File: src/rtl/mips_gpio_port.sv
// Memory-mapped GPIO port: OUT/DIR/IN registers, atomic SET/CLR/TGL, synchronised inputs.
// Define MIPS_GPIO_IRQ_EN to build the edge-triggered interrupt block (IRQ_EN/IRQ_ST, irq).
module mips_gpio_port #(
  parameter int WIDTH       = 8,
  parameter int SYNC_STAGES = 2,
  parameter int ADDR_W      = 3
) (
  input  logic              clk,
  input  logic              reset,
  input  logic [ADDR_W-1:0] addr,
  input  logic              we,
  input  logic              re,
  input  logic [31:0]       wdata,
  output logic [31:0]       rdata,
  input  logic [WIDTH-1:0]  gpio_i,
  output logic [WIDTH-1:0]  gpio_o,
  output logic [WIDTH-1:0]  gpio_oe,
  output logic              irq
);

  typedef enum logic [ADDR_W-1:0] {
    REG_OUT    = ADDR_W'(0),
    REG_DIR    = ADDR_W'(1),
    REG_IN     = ADDR_W'(2),
    REG_SET    = ADDR_W'(3),
    REG_CLR    = ADDR_W'(4),
    REG_TGL    = ADDR_W'(5),
    REG_IRQ_EN = ADDR_W'(6),
    REG_IRQ_ST = ADDR_W'(7)
  } reg_e;

  logic [WIDTH-1:0]                  out_q, out_d;
  logic [WIDTH-1:0]                  dir_q, dir_d;
  logic [SYNC_STAGES-1:0][WIDTH-1:0] sync_q, sync_d;
  logic [31:0]                       rdata_q, rdata_d;
  logic [WIDTH-1:0]                  in_w;
  logic [WIDTH-1:0]                  wmask;
  logic                              unused_wdata;

  assign in_w         = sync_q[SYNC_STAGES-1];
  assign wmask        = wdata[WIDTH-1:0];
  assign unused_wdata = ^wdata;

`ifdef MIPS_GPIO_IRQ_EN
  // Fall enables exist only when both halves fit in the 32-bit register.
  localparam int              EN_W      = (WIDTH > 16) ? WIDTH : 2 * WIDTH;
  localparam logic [2:0]      WARM_DONE = 3'(SYNC_STAGES + 1);

  logic [EN_W-1:0]  en_q, en_d;
  logic [WIDTH-1:0] st_q, st_d;
  logic [WIDTH-1:0] prev_q, prev_d;
  logic [2:0]       warm_q, warm_d;
  logic             irq_q, irq_d;
  logic [WIDTH-1:0] rise_en, fall_en, edge_hit;

  assign rise_en = en_q[WIDTH-1:0];
  if (WIDTH > 16) begin : g_no_fall
    assign fall_en = '0;
  end else begin : g_fall
    assign fall_en = en_q[EN_W-1:WIDTH];
  end

  // Edges are ignored until the synchroniser and prev register hold real pin data.
  assign edge_hit = (warm_q == WARM_DONE)
                  ? ((in_w & ~prev_q & rise_en) | (~in_w & prev_q & fall_en))
                  : '0;
  assign irq = irq_q;
`else
  assign irq = 1'b0;
`endif

  always_comb begin
    out_d   = out_q;
    dir_d   = dir_q;
    sync_d  = {sync_q[SYNC_STAGES-2:0], gpio_i};
    rdata_d = '0;
`ifdef MIPS_GPIO_IRQ_EN
    en_d    = en_q;
    st_d    = st_q;
    prev_d  = in_w;
    warm_d  = (warm_q == WARM_DONE) ? warm_q : warm_q + 3'd1;
    irq_d   = |st_q;
`endif

    if (re) begin
      case (addr)
        REG_OUT:    rdata_d = 32'(out_q);
        REG_DIR:    rdata_d = 32'(dir_q);
        REG_IN:     rdata_d = 32'(in_w);
`ifdef MIPS_GPIO_IRQ_EN
        REG_IRQ_EN: rdata_d = 32'(en_q);
        REG_IRQ_ST: rdata_d = 32'(st_q);
`endif
        default:    rdata_d = '0;
      endcase
    end

    if (we) begin
      case (addr)
        REG_OUT:    out_d = wmask;
        REG_DIR:    dir_d = wmask;
        REG_SET:    out_d = out_q | wmask;
        REG_CLR:    out_d = out_q & ~wmask;
        REG_TGL:    out_d = out_q ^ wmask;
`ifdef MIPS_GPIO_IRQ_EN
        REG_IRQ_EN: en_d  = wdata[EN_W-1:0];
        REG_IRQ_ST: st_d  = st_q & ~wmask;
`endif
        default:    ;
      endcase
    end

`ifdef MIPS_GPIO_IRQ_EN
    st_d = st_d | edge_hit;
`endif
  end

  always_ff @(posedge clk) begin
    if (reset) begin
      out_q   <= '0;
      dir_q   <= '0;
      sync_q  <= '0;
      rdata_q <= '0;
`ifdef MIPS_GPIO_IRQ_EN
      en_q    <= '0;
      st_q    <= '0;
      prev_q  <= '0;
      warm_q  <= '0;
      irq_q   <= 1'b0;
`endif
    end else begin
      out_q   <= out_d;
      dir_q   <= dir_d;
      sync_q  <= sync_d;
      rdata_q <= rdata_d;
`ifdef MIPS_GPIO_IRQ_EN
      en_q    <= en_d;
      st_q    <= st_d;
      prev_q  <= prev_d;
      warm_q  <= warm_d;
      irq_q   <= irq_d;
`endif
    end
  end

  assign rdata   = rdata_q;
  assign gpio_o  = out_q;
  assign gpio_oe = dir_q;

endmodule
File: config.mk
export PLATFORM = sky130hd
export DESIGN_NAME = mips_gpio_port
export DESIGN_NICKNAME = d
export VERILOG_FILES = /design/src/rtl/mips_gpio_port.sv
export SDC_FILE = /design/constraint.sdc
export NUM_CORES = 1
export LEC_CHECK = 0
export ABC_AREA = 1
export ABC_CLOCK_PERIOD_IN_PS = 1350
export CORE_UTILIZATION = 30
export CTS_BUF_LIST = sky130_fd_sc_hd__clkbuf_4 sky130_fd_sc_hd__clkbuf_8
export CTS_CLUSTER_SIZE = 20
export DETAILED_ROUTE_END_ITERATION = 10
export PLACE_DENSITY = 0.59
export REMOVE_ABC_BUFFERS = 1
export SLEW_MARGIN = 5
export SYNTH_ARGS = -nofsm -noshare
export SYNTH_HDL_FRONTEND = slang
export SYNTH_SLANG_ARGS = --single-unit
File: constraint.sdc
create_clock -name clk -period 1.35 [get_ports clk]
set_clock_uncertainty 0.1 [all_clocks]
set_input_delay 0.27 -clock clk [delete_from_list [all_inputs] [get_ports clk]]
set_output_delay 0.27 -clock clk [all_outputs]
set_load 0.005 [all_outputs]
# After elaboration in Yosys (flattened, before gate mapping)
# Cells that the tools add are included.
# word_totals
reg_bits	64
latch_bits	0
mem_bits_rw	0
rom_bits	0
elab_cells	22
n_memories	0
# classes
addsub	0
n_mul	0
div_mod_pow	0
order_cmp	0
eq_ne	5
n_shift	0
muxes	2
n_bitwise	5
reduce_logical	5
# op_table
operator	n
8-bit one-hot mux with 4 select lines	1
8-bit one-hot mux with 3 select lines	1
8-bit bitwise AND	1
8-bit NOT	1
8-bit bitwise OR	1
8-bit bitwise XOR	1
3-bit by 2-bit == test with 1-bit output (second input constant)	2
3-bit == test (second input constant)	2
2-bit AND reduction	2
4-bit nonzero test	1
3-bit by 1-bit == test with 1-bit output (second input constant)	1
3-bit zero test	1
2-bit OR reduction	1
1-bit NOT	1

# Longest topological paths before layout
# logic_depth
depth_word	3
mapped_depth	8
mapped_depth_nobuf	7

# Least setup slack after synthesis
# OpenSTA, ideal clock, no wires.
# synth_timing
path_kind	register to register
startpoint	reg out_q[0], in the netlist gpio_o[0]
endpoint	reg out_q[0], in the netlist gpio_o[0]
setup_ps	114
arrival_time_ps	963
t_required_ps	1136
setup_slack_ps	173
stages_incl_launch_ff	7
path_buffers	0
period_less_slack_ps	1177
cell_sequence	dfxtp_1 -> inv_1 -> ha_1 -> nand3_1 -> nand3_1 -> nor2_1 -> nor2_2
# synth_between
elab_chain_len	2
elab_cells_between_ends	4
cone_classes	1 x mux; 3 x bitwise
# synth_rtl
element	line_no	source
start: declaration	32	logic [WIDTH-1:0] out_q, out_d;
start signal: assignment	132	out_q <= out_d;
8-bit bitwise XOR (tied with other cells)	104	REG_TGL: out_d = out_q ^ wmask;
8-bit one-hot mux with 4 select lines *	99	case (addr)
# Mark *: on every way between the ends. The rest lies on a longest branch, timed or not.
# A chain may end at the register's enable or synchronous reset.

# Worst setup path after layout
# layout_timing
startpoint	in reset
endpoint	reg rdata_q[6], in the netlist rdata[6]
# layout_between
elab_chain_len	1
# layout_rtl
element	line_no	source
start: declaration	9	input logic reset,
2-bit OR reduction (no line)	--	
end signal: assignment	135	rdata_q <= rdata_d;
end: declaration	35	logic [31:0] rdata_q, rdata_d;
# Every way passes these cells.

==> results.toml <==
[timing]
rsz0062_at_grt = "no"
slew-limit-headroom_pct = 60.1
setup_violations = 0
clock.fmax_mhz = 776
tightest_slew_ns = 0.597
period_share_pct = 95.5
fin_crit_ns = 1.29
fin_ws_ns = 0.0610
drv_slew = 0
hold_violations = 0

[route]
via_count = 2097
routed_wl_microns = 5330
post_drt_via_cell_ratio = 4.24
dr.first_iter.drc_count = 77
drc = 0
ant_nets = 0
wire_per_inst_microns = 10.8
drtPass1Iterations = 5

[cells_and_area]
layout_commonest_cell = "nand2_1"
antenna_cells = 0
drive_gt1_share_pct = 22.5
final_cell_mix = "nand2_1 (58), nand3_1 (48), inv_1 (44)"
area_growth_pct = 41.7
stdcell_area_sq_mm = 0.00315
nNetsFinal = 458
final_core_util_pct = 43.7

[cts]
insertion_delay_ns = 0.29
ctsHoldBuffers = 0
cts_tree = "done"
cts.sinks = 40
cts_made_buffers = 5
htreeDepth = 2
clock-root-buffer = "clkbuf_8"
cts.reportedPaths.clkPinSlew_ns = 0.07
clockBufferDepth = 2

[global_route]
grt_pass1_vias = 1991
grt_pass1_wl_microns = 8900
grtUsageTotal_pct = 15.1
grt_start_max_net_pins = 14
antenna_found_initial = 0
grt_remaining_overflow = 0

[place]
io_buffers = 46
hpwl_microns = 4080
place_ws_ns = -0.503
place_area_sq_mm = 0.00290
place.gp.congestion = 0.836

[floorplanning]
initial_core_util_pct = 30.8
die_x_microns = 88.1
coreArea_sq_mm = 0.00721
die_h_microns = 88.1
fp-row-count = 31
die_area_sq_mm = 0.00776
ios = 96

[critical_path]
startpoint_type = "input port"
cp_top_family = "simple AND/OR/NAND/NOR gates"
cp-end-kind = "flop"
crit_type = "in2reg"
ff2ff_path_depth = 7
slowest_delay_ns = 0.50
timing.rr.start = "gpio_o[0]$_SDFFE_PP0P_"
path_cells = "clkdlybuf4s50_1 -> nor2_1 -> nand2_1 -> inv_1"
crit_cells = 4
cp-startpoint = "reset"
path_buf_inv = 2
crit_arrival_ns = 1.42
cp_slowest_cell = "nor2_1"
crit_fanout = 8
cp_data_required_time_ns = 1.48

[power_and_ir_drop]
p_leak_uw = 0.00173
power_density_mw_per_mm2 = 877
ir_drop_mv = 0.572

[hold_path]
hold_path.startpoint = "sync_d[12]$_SDFF_PP0_"
hold_path_depth = 2
hp-class = "reg2reg"

[yosys]
yosysTopAreaCell = "dfxtp_1"
yosys_register_bits = 40
syn_area_per_cell_sq_um = 7.22
netlist.area_leader.share_pct = 36.0
yosys-top-cells-area = "dfxtp_1 (36%), nand3_1 (11%), nand2_1 (10%)"
synth_cell_type_count = 20
synth_area_sq_mm = 0.00222
synthCells = 308
ys_seq_area_share_pct = 36.0
ys.warnings.count = 0

[run_status]
status = "finished, final reports clean"

[run]
max-cap-violations = 0
## report_power, final
group          internal (uW)  switching (uW)
combinational            250             279
sequential              1230            20.3
clock                    547             436
total                   2030             735
## flip-flops by register name, indices dropped and copies added (netlist names)
signal   count
gpio_o       8
gpio_oe      8
in_w         8
rdata        8
sync_d       8
## cells in the mapped netlist
| library cell | number |
|---|---|
| a21oi_1 | 8 |
| buf_2 | 2 |
| buf_4 | 26 |
| buf_6 | 2 |
| clkbuf_1 | 3 |
| conb_1 | 1 |
| dfxtp_1 | 40 |
| ha_1 | 16 |
| inv_1 | 52 |
| inv_2 | 1 |
| nand2_1 | 59 |
| nand2_2 | 2 |
| nand2_4 | 1 |
| nand3_1 | 48 |
| nand3_2 | 2 |
| nor2_1 | 32 |
| nor2_2 | 1 |
| nor2_4 | 3 |
| nor3_4 | 1 |
| o211ai_1 | 8 |
## tightest hold or removal path: cells and delay by family (launching register included)
kind / cells / cell delay, ns
flops: 1 / 0.30
buf+inv: 1 / 0.04
simple gates: 1 / 0.03
## timing repair
action / CTS / global route
pin swaps: 2 / 10
setup endpoints to repair: 48 / 20
gates resized for setup: 48 / 18
setup buffers: 14 / 0
## cells by family after synthesis
logic type | after synthesis | share of synthesized area, %
compound gates | 16 | 4.50
simple gates | 149 | 30.7
flops | 40 | 36.0
buf+inv | 86 | 19.7
other cells | 1 | 0.169
fa+ha+maj | 16 | 9.00
## layer usage
| metal | up-vias | part of all wire, % | track usage [%] |
|---|---|---|---|
| li1 | 1081 | - | - |
| met1 | 939 | 43 | 18.1 |
| met2 | 68 | 49 | 26.8 |
| met3 | 9 | 6.3 | 3.30 |
| met4 | 0 | 2.0 | 4.99 |
| met5 | - | 0 | 0 |
## worst paths after layout
kind	endpoint	slack, ns
min reg2reg	in_w[4]$_SDFF_PP0_	0.30
min	in_w[4]$_SDFF_PP0_	0.30
max	rdata[6]$_SDFF_PP0_	0.06
max reg2reg	gpio_o[0]$_SDFFE_PP0P_	0.09
## layout make-up
type                            count  area, sq um
Clock buffer                        5         68.8
Inverter                           53          199
Timing Repair Buffer               89          798
Multi-Input combinational cell    206         1100
Clock inverter                      3         42.5
Fill cell                         761         4060
Tap cell                           99          124
Sequential cell                    40          822
## through the flow
stage / hold slack, ns / power, uW / TNS, ns / instances
2_1_floorplan: 0.239 / 1490 / 0 / 299
3_3_place_gp: 0.291 / 1780 / -10.03 / 474
3_5_place_dp: 0.295 / 1780 / -10.55 / 474
4_1_cts: 0.306 / 2790 / 0 / 496
5_1_grt: 0.333 / 2920 / 0 / 495
6_report: 0.304 / 2770 / 0 / 495
No activity file was read; power rests on OpenSTA's default activity.
